`config.mk`:
```
export PLATFORM = sky130hd
export DESIGN_NAME = dpram_fifo_ctrl
export DESIGN_NICKNAME = d
export VERILOG_FILES = /design/src/rtl/dpram_fifo_ctrl.sv
export SDC_FILE = /design/constraint.sdc
export NUM_CORES = 1
export LEC_CHECK = 0
export CAP_MARGIN = 10
export CORE_UTILIZATION = 25
export CTS_CLUSTER_DIAMETER = 40
export DETAILED_ROUTE_END_ITERATION = 10
export PLACE_DENSITY_LB_ADDON = 0.15
export SLEW_MARGIN = 40
export SYNTH_ARGS = -nofsm -noshare
export SYNTH_HDL_FRONTEND = slang
export SYNTH_SLANG_ARGS = --single-unit
```
`constraint.sdc`:
```
create_clock -name clk -period 2.74 [get_ports clk]
set_input_delay 0.548 -clock clk [delete_from_list [all_inputs] [get_ports clk]]
set_output_delay 0.548 -clock clk [all_outputs]
set_load 0.005 [all_outputs]
```
`src/rtl/dpram_fifo_ctrl.sv`:
```
// Push/pop FIFO controller that drives one dual-port RAM: the write port is used on push, and the read port
// is sampled on pop. Status flags are decoded from the registered wrap-bit pointers.
module dpram_fifo_ctrl #(
    parameter int AW       = 8,
    parameter int DW       = 8,
    parameter int AF_LEVEL = 240
) (
    input  logic          clk,
    input  logic          rstn,
    input  logic          wr_en,
    input  logic [DW-1:0] wr_data,
    input  logic          rd_en,
    output logic [DW-1:0] rd_data,
    output logic          rd_valid,
    output logic          full,
    output logic          empty,
    output logic          almost_full,
    output logic [AW:0]   count,
    output logic          overflow,
    output logic          underflow,
    output logic [AW-1:0] ram_waddr,
    output logic [DW-1:0] ram_wdata,
    output logic          ram_we,
    output logic [AW-1:0] ram_raddr,
    input  logic [DW-1:0] ram_rdata
);

    localparam logic [AW:0] AF_LVL = (AW+1)'(AF_LEVEL);

    logic [AW:0]   wr_ptr_q, wr_ptr_d;
    logic [AW:0]   rd_ptr_q, rd_ptr_d;
    logic [DW-1:0] rd_data_q, rd_data_d;
    logic          rd_valid_q, rd_valid_d;
    logic          overflow_q, overflow_d;
    logic          underflow_q, underflow_d;

    logic          full_c, empty_c, push_ok, pop_ok;
    logic [AW:0]   count_c;

    // Full and empty share the same low address bits and differ only in the wrap bit.
    always_comb begin
        full_c  = (wr_ptr_q[AW] != rd_ptr_q[AW]) && (wr_ptr_q[AW-1:0] == rd_ptr_q[AW-1:0]);
        empty_c = (wr_ptr_q == rd_ptr_q);
        count_c = wr_ptr_q - rd_ptr_q;
        push_ok = wr_en && !full_c;
        pop_ok  = rd_en && !empty_c;
    end

    always_comb begin
        wr_ptr_d    = wr_ptr_q;
        rd_ptr_d    = rd_ptr_q;
        rd_data_d   = rd_data_q;
        rd_valid_d  = 1'b0;
        overflow_d  = overflow_q;
        underflow_d = underflow_q;
        if (push_ok) begin
            wr_ptr_d = wr_ptr_q + 1'b1;
        end else if (wr_en) begin
            overflow_d = 1'b1;
        end
        if (pop_ok) begin
            rd_ptr_d   = rd_ptr_q + 1'b1;
            rd_data_d  = ram_rdata;
            rd_valid_d = 1'b1;
        end else if (rd_en) begin
            underflow_d = 1'b1;
        end
    end

    always_ff @(posedge clk) begin
        if (!rstn) begin
            wr_ptr_q    <= '0;
            rd_ptr_q    <= '0;
            rd_data_q   <= '0;
            rd_valid_q  <= 1'b0;
            overflow_q  <= 1'b0;
            underflow_q <= 1'b0;
        end else begin
            wr_ptr_q    <= wr_ptr_d;
            rd_ptr_q    <= rd_ptr_d;
            rd_data_q   <= rd_data_d;
            rd_valid_q  <= rd_valid_d;
            overflow_q  <= overflow_d;
            underflow_q <= underflow_d;
        end
    end

    assign rd_data     = rd_data_q;
    assign rd_valid    = rd_valid_q;
    assign full        = full_c;
    assign empty       = empty_c;
    assign count       = count_c;
    assign almost_full = (count_c >= AF_LVL);
    assign overflow    = overflow_q;
    assign underflow   = underflow_q;
    assign ram_waddr   = wr_ptr_q[AW-1:0];
    assign ram_wdata   = wr_data;
    assign ram_we      = push_ok;
    assign ram_raddr   = rd_ptr_q[AW-1:0];

endmodule

```
* After elaboration in Yosys (flattened, before gate mapping)
Index checks and enable logic that the tools add are counted.
** Storage, ports and cells
- Bits in registers :: 29
- Bits in latches :: 0
- Bits in writable memories :: 0
- Memory bits (read-only) :: 0
- Input port bits :: 20
- Output and inout port bits :: 48
- Logic and storage cells :: 23
- Memories kept :: 0
** Cells by class
- Add/sub/neg operators :: 3
- $mul :: 0
- Divide/modulo/power cells :: 0
- Order comparisons :: 1
- Eq/ne operators :: 3
- Shift operators :: 0
- Multiplexer cells :: 1
- Bitwise logic cells :: 2
- Reductions and logical operators :: 7
** Operator list (count)
- $add 9x1->9 const B :: 2
- $eq 9x9->1 :: 1
- $ge 9x8->1 const B :: 1
- $sub 9x9->9 :: 1
- $eq 8x8->1 :: 1
- $reduce_and 2->1 :: 2
- $logic_and 1x1->1 :: 3
- $logic_not 1->1 :: 2
- $not 1->1 :: 2
- $mux 1 :: 1
- $ne 1x1->1 :: 1

* Longest topological paths before layout
- Depth after elaboration :: 6
- Gate-level depth with buffers :: 9
- Mapped depth without buffers :: 9

* Worst setup path before layout
Ideal clock, no wire load.
- Path kind :: flip-flop to output port
- Start point :: reg rd_ptr_q[0]
- End point :: out almost_full
- Data arrival time :: 1.998 ns
- Required time :: 2.192 ns
- Setup slack :: 0.194 ns
- Stages on the path, launching flop included :: 9
- Buffers on the path :: 0
- Cell sequence :: dfxtp_1 ha_1 inv_1 fa_1 a211oi_1 nor2_1 a221oi_1 xnor2_1 a41o_1
** On the way
- Word-level cells in the longest chain between the ends :: 2
** Ends and longest elaborated chain
- start, declared :: RTL line 31 : logic [AW:0] rd_ptr_q, rd_ptr_d;
- start signal, assigned :: RTL line 80 : rd_ptr_q <= rd_ptr_d;
- $sub 9x9->9 :: RTL line 44 : count_c = wr_ptr_q - rd_ptr_q;
- net count[8] :: RTL line 18 : output logic [AW:0] count,
- $ge 9x8->1 :: RTL line 93 : assign almost_full = (count_c >= AF_LVL);
- end, declared :: RTL line 17 : output logic almost_full,
The timed path passes the listed nets, and every way through them passes these cells.

* Final worst setup path
- Start point :: reg wr_ptr_q[0]
- End point :: out almost_full
** On the way
- Word-level cells in the longest chain between the ends :: 2
** Ends and longest elaborated chain
- start, declared :: RTL line 30 : logic [AW:0] wr_ptr_q, wr_ptr_d;
- start signal, assigned :: RTL line 79 : wr_ptr_q <= wr_ptr_d;
- $sub 9x9->9 :: RTL line 44
- $ge 9x8->1 :: RTL line 93
No other way between the ends.

==> metrics.txt <==
run status=finished clean; CP max FO=2; dpl hpwl=3528 microns; Final Setup Violations=0; post-place setup slack=-221.2 ps; GRT Total Usage=approximately an eighth; post-route insts no fill=about 380; ANT nets after route=0; gr ovfl total=0; total negative setup slack=0 ps; GR Util met2=a little over a fifth; clk_lat worst skew=270 ps; RSZ-0062 raised after global routing=true; Critical Path AT=around 2200 ps; RePlAce Congestion=around 0.74; CTS Root Cell=clkbuf_8; Req. time, crit path=between 2000 and 2500 ps; final hold violation count=0; Ports=68; min Tclk post-route=between 2000 and 3000 ps; Critical Path End Type=primary output; # port buffers=51; TritonCTS clock tree=done; Die Span Y=88.39 microns; area grow syn2layout=46.95%; first-pass GRT wire length=between 7000 and 8000 microns; pin slew with the least headroom to its limit=~550 ps; layout cells sized above 1=25.99%; Mapped Area=approximately 1900 sq um; vias in the first global route=about 1.5k; Slew HR=between 60 and 70%; Wirelength per Cell=approximately 12 microns; post-synth net total=248; 1st-iter DRT viols=50; DRC=0; via count=1622; worst vdd ir=approximately 0.22 mV; die area=around 7800 sq um; Startpoint Class=flop; # diodes=0; Post-synth ARST share=0%; clock-pin slew on the worst setup and hold paths=around 60 ps; final cycle utilization of the critical path=between 90 and 100%; pin count of the biggest net entering global routing=30; Setup CP Type=reg -> out; post-route core utilization=38.00%; GRT busiest layer=met2; clk buf depth=2; Top FF cell, synth=dfxtp_1; setup ws final=between 15 and 20 ps; GR Layer Usage met1=between 15 and 20%; TritonCTS Sinks=29; die width=88.39 microns; Worst Hold Class=reg -> reg; # nets final=about 300; Max Fclk=~0.37 GHz; routing usage on met3=roughly 3.5%; Final Slew Violations=0; final instance area=around 2700 sq um; Num CTS Buffers=5; core area=~7200 sq um; count of cell types in the netlist=38; number of antenna violations at the first check in global routing=0; Rows=31; P per Cell Area=between 400 and 500 nW/um^2; Post-Place Cell Area=~2500 sq um; EDFF count, synth=0; Initial Util=around a quarter; placed insts=between 300 and 400; routed wire length=roughly 4600 microns; total iterations of the first detailed-routing run=4; sequential share of the synthesized area=31.12%; synth warn=0; Synth Instances=between 200 and 250; Max H-tree Level=2; via/cell ratio=~4.3; max cap viols=0; syn_area_per_cell=8.597 sq um; Max Clock Skew=2.856 ps; Lkg Pwr=1.105 nW; Yosys reg bits=29
through the flow:
step / power (mW) / hold slack [ps]
6_report: 1.349 / 452.1
5_1_grt: 1.443 / 485.8
4_1_cts: 1.356 / 456.9
3_5_place_dp: 0.9741 / 454.1
3_3_place_gp: 0.9742 / 448.8
2_1_floorplan: 0.7241 / 451.4
registers in the layout, summed over array words and instances (netlist names):
name       count
rd_valid       1
rd_ptr_q       9
overflow       1
rd_data        8
wr_ptr_q       9
underflow      1
final cells by class:
| type | count | area [sq um] |
|---|---|---|
| Multi-Input combinational cell | 146 | 1152 |
| Timing Repair Buffer | 84 | 752.0 |
| Inverter | 11 | 41.29 |
| Sequential cell | 29 | 585.6 |
| Clock buffer | 7 | 86.33 |
| Tap cell | 99 | 123.9 |
| Fill cell | 775 | 4473 |
cells in the final DEF, fill, tap and decap left out, types with 3 or more instances in the layout:
cell and instances:
inv_1 6, dfxtp_2 4, clkdlybuf4s50_1 41, buf_4 33
o21ai_0 4, a21boi_1 4, dlymetal6s2s_1 3, and2_1 16
dfxtp_1 25, dlygate4sd2_1 4, nand4_1 11, clkbuf_8 6
nand2_1 23, nand3_1 4, ha_1 4, a21boi_0 6
a21oi_1 4, inv_2 5, ha_4 6, xnor2_1 20
nor2b_1 3, nor2_1 5
report_power, final:
group	internal (mW)	switching, mW
sequential	0.453	0.0174
combinational	0.307	0.218
clock	0.199	0.155
total	0.959	0.390
path summary, 6_finish.rpt:
| path | start | endpoint | slack (ps) | cells after the start |
|---|---|---|---|---|
| hold / removal | rd_data[5]$_SDFFE_PN0P_ | rd_data[5]$_SDFFE_PN0P_ | 450 | 2 |
| setup / recovery | wr_ptr_q[0]$_SDFFE_PN0P_ | almost_full | 20 | 10 |
| hold reg to reg | rd_data[5]$_SDFFE_PN0P_ | rd_data[5]$_SDFFE_PN0P_ | 450 | 2 |
| setup reg to reg | rd_ptr_q[2]$_SDFFE_PN0P_ | rd_ptr_q[4]$_SDFFE_PN0P_ | 580 | 9 |
cell usage after synthesis (2+ instances only):
master | instances | area share, %
nand4_1 | 11 | 3.7
ha_1 | 10 | 6.7
nor2b_1 | 4 | 1.3
nand2_1 | 23 | 4.6
buf_4 | 25 | 10
or3_1 | 3 | 1.0
a21boi_0 | 6 | 2.4
xnor2_1 | 21 | 9.9
nand3_1 | 4 | 1.1
nor2_1 | 9 | 1.8
a21oi_1 | 6 | 1.6
a21o_1 | 2 | 0.80
and3_1 | 2 | 0.67
a21boi_1 | 4 | 1.6
dfxtp_1 | 29 | 31
clkbuf_1 | 4 | 0.80
inv_1 | 11 | 2.2
nand2b_1 | 2 | 0.67
o41a_1 | 2 | 1.2
a211oi_1 | 2 | 0.80
xor2_1 | 2 | 0.94
and2_1 | 16 | 5.4
o21ai_0 | 4 | 1.1
per-layer routing:
metal / wire [microns] / vias to the layer above
li1: - / 828
met1: 2078 / 749
met2: 2192 / 39
met3: 275 / 6
met4: 50 / 0
met5: 0 / -
what timing repair did:
item	4_1_cts	5_1_grt
setup buffers	3	0
pin swaps	9	9
hold buffers	0	0
endpoints found under the setup margin	9	8
gates resized for setup	43	10
kinds of logic after synthesis:
| group | count (synthesis) | share of synthesized area (%) |
|---|---|---|
| AO/OA/AOI/OAI | 34 | 13.55 |
| XOR/XNOR | 23 | 10.80 |
| adder cells (fa/ha/maj) | 11 | 7.780 |
| buffers and inverters | 42 | 14.42 |
| flip-flops | 29 | 31.12 |
| multiplexers | 1 | 0.5366 |
| AND/OR/NAND/NOR | 77 | 21.80 |
worst max-delay path, cell delays in order (launching register included):
cell      delay, ps
dfxtp_2         320
inv_2            60
ha_4            120
inv_2            30
fa_2            340
a211oi_2        210
nor2_2           80
a221oi_2        280
xnor2_1         110
a41o_1          220
buf_2           120
(Power assumes the default switching activity.)
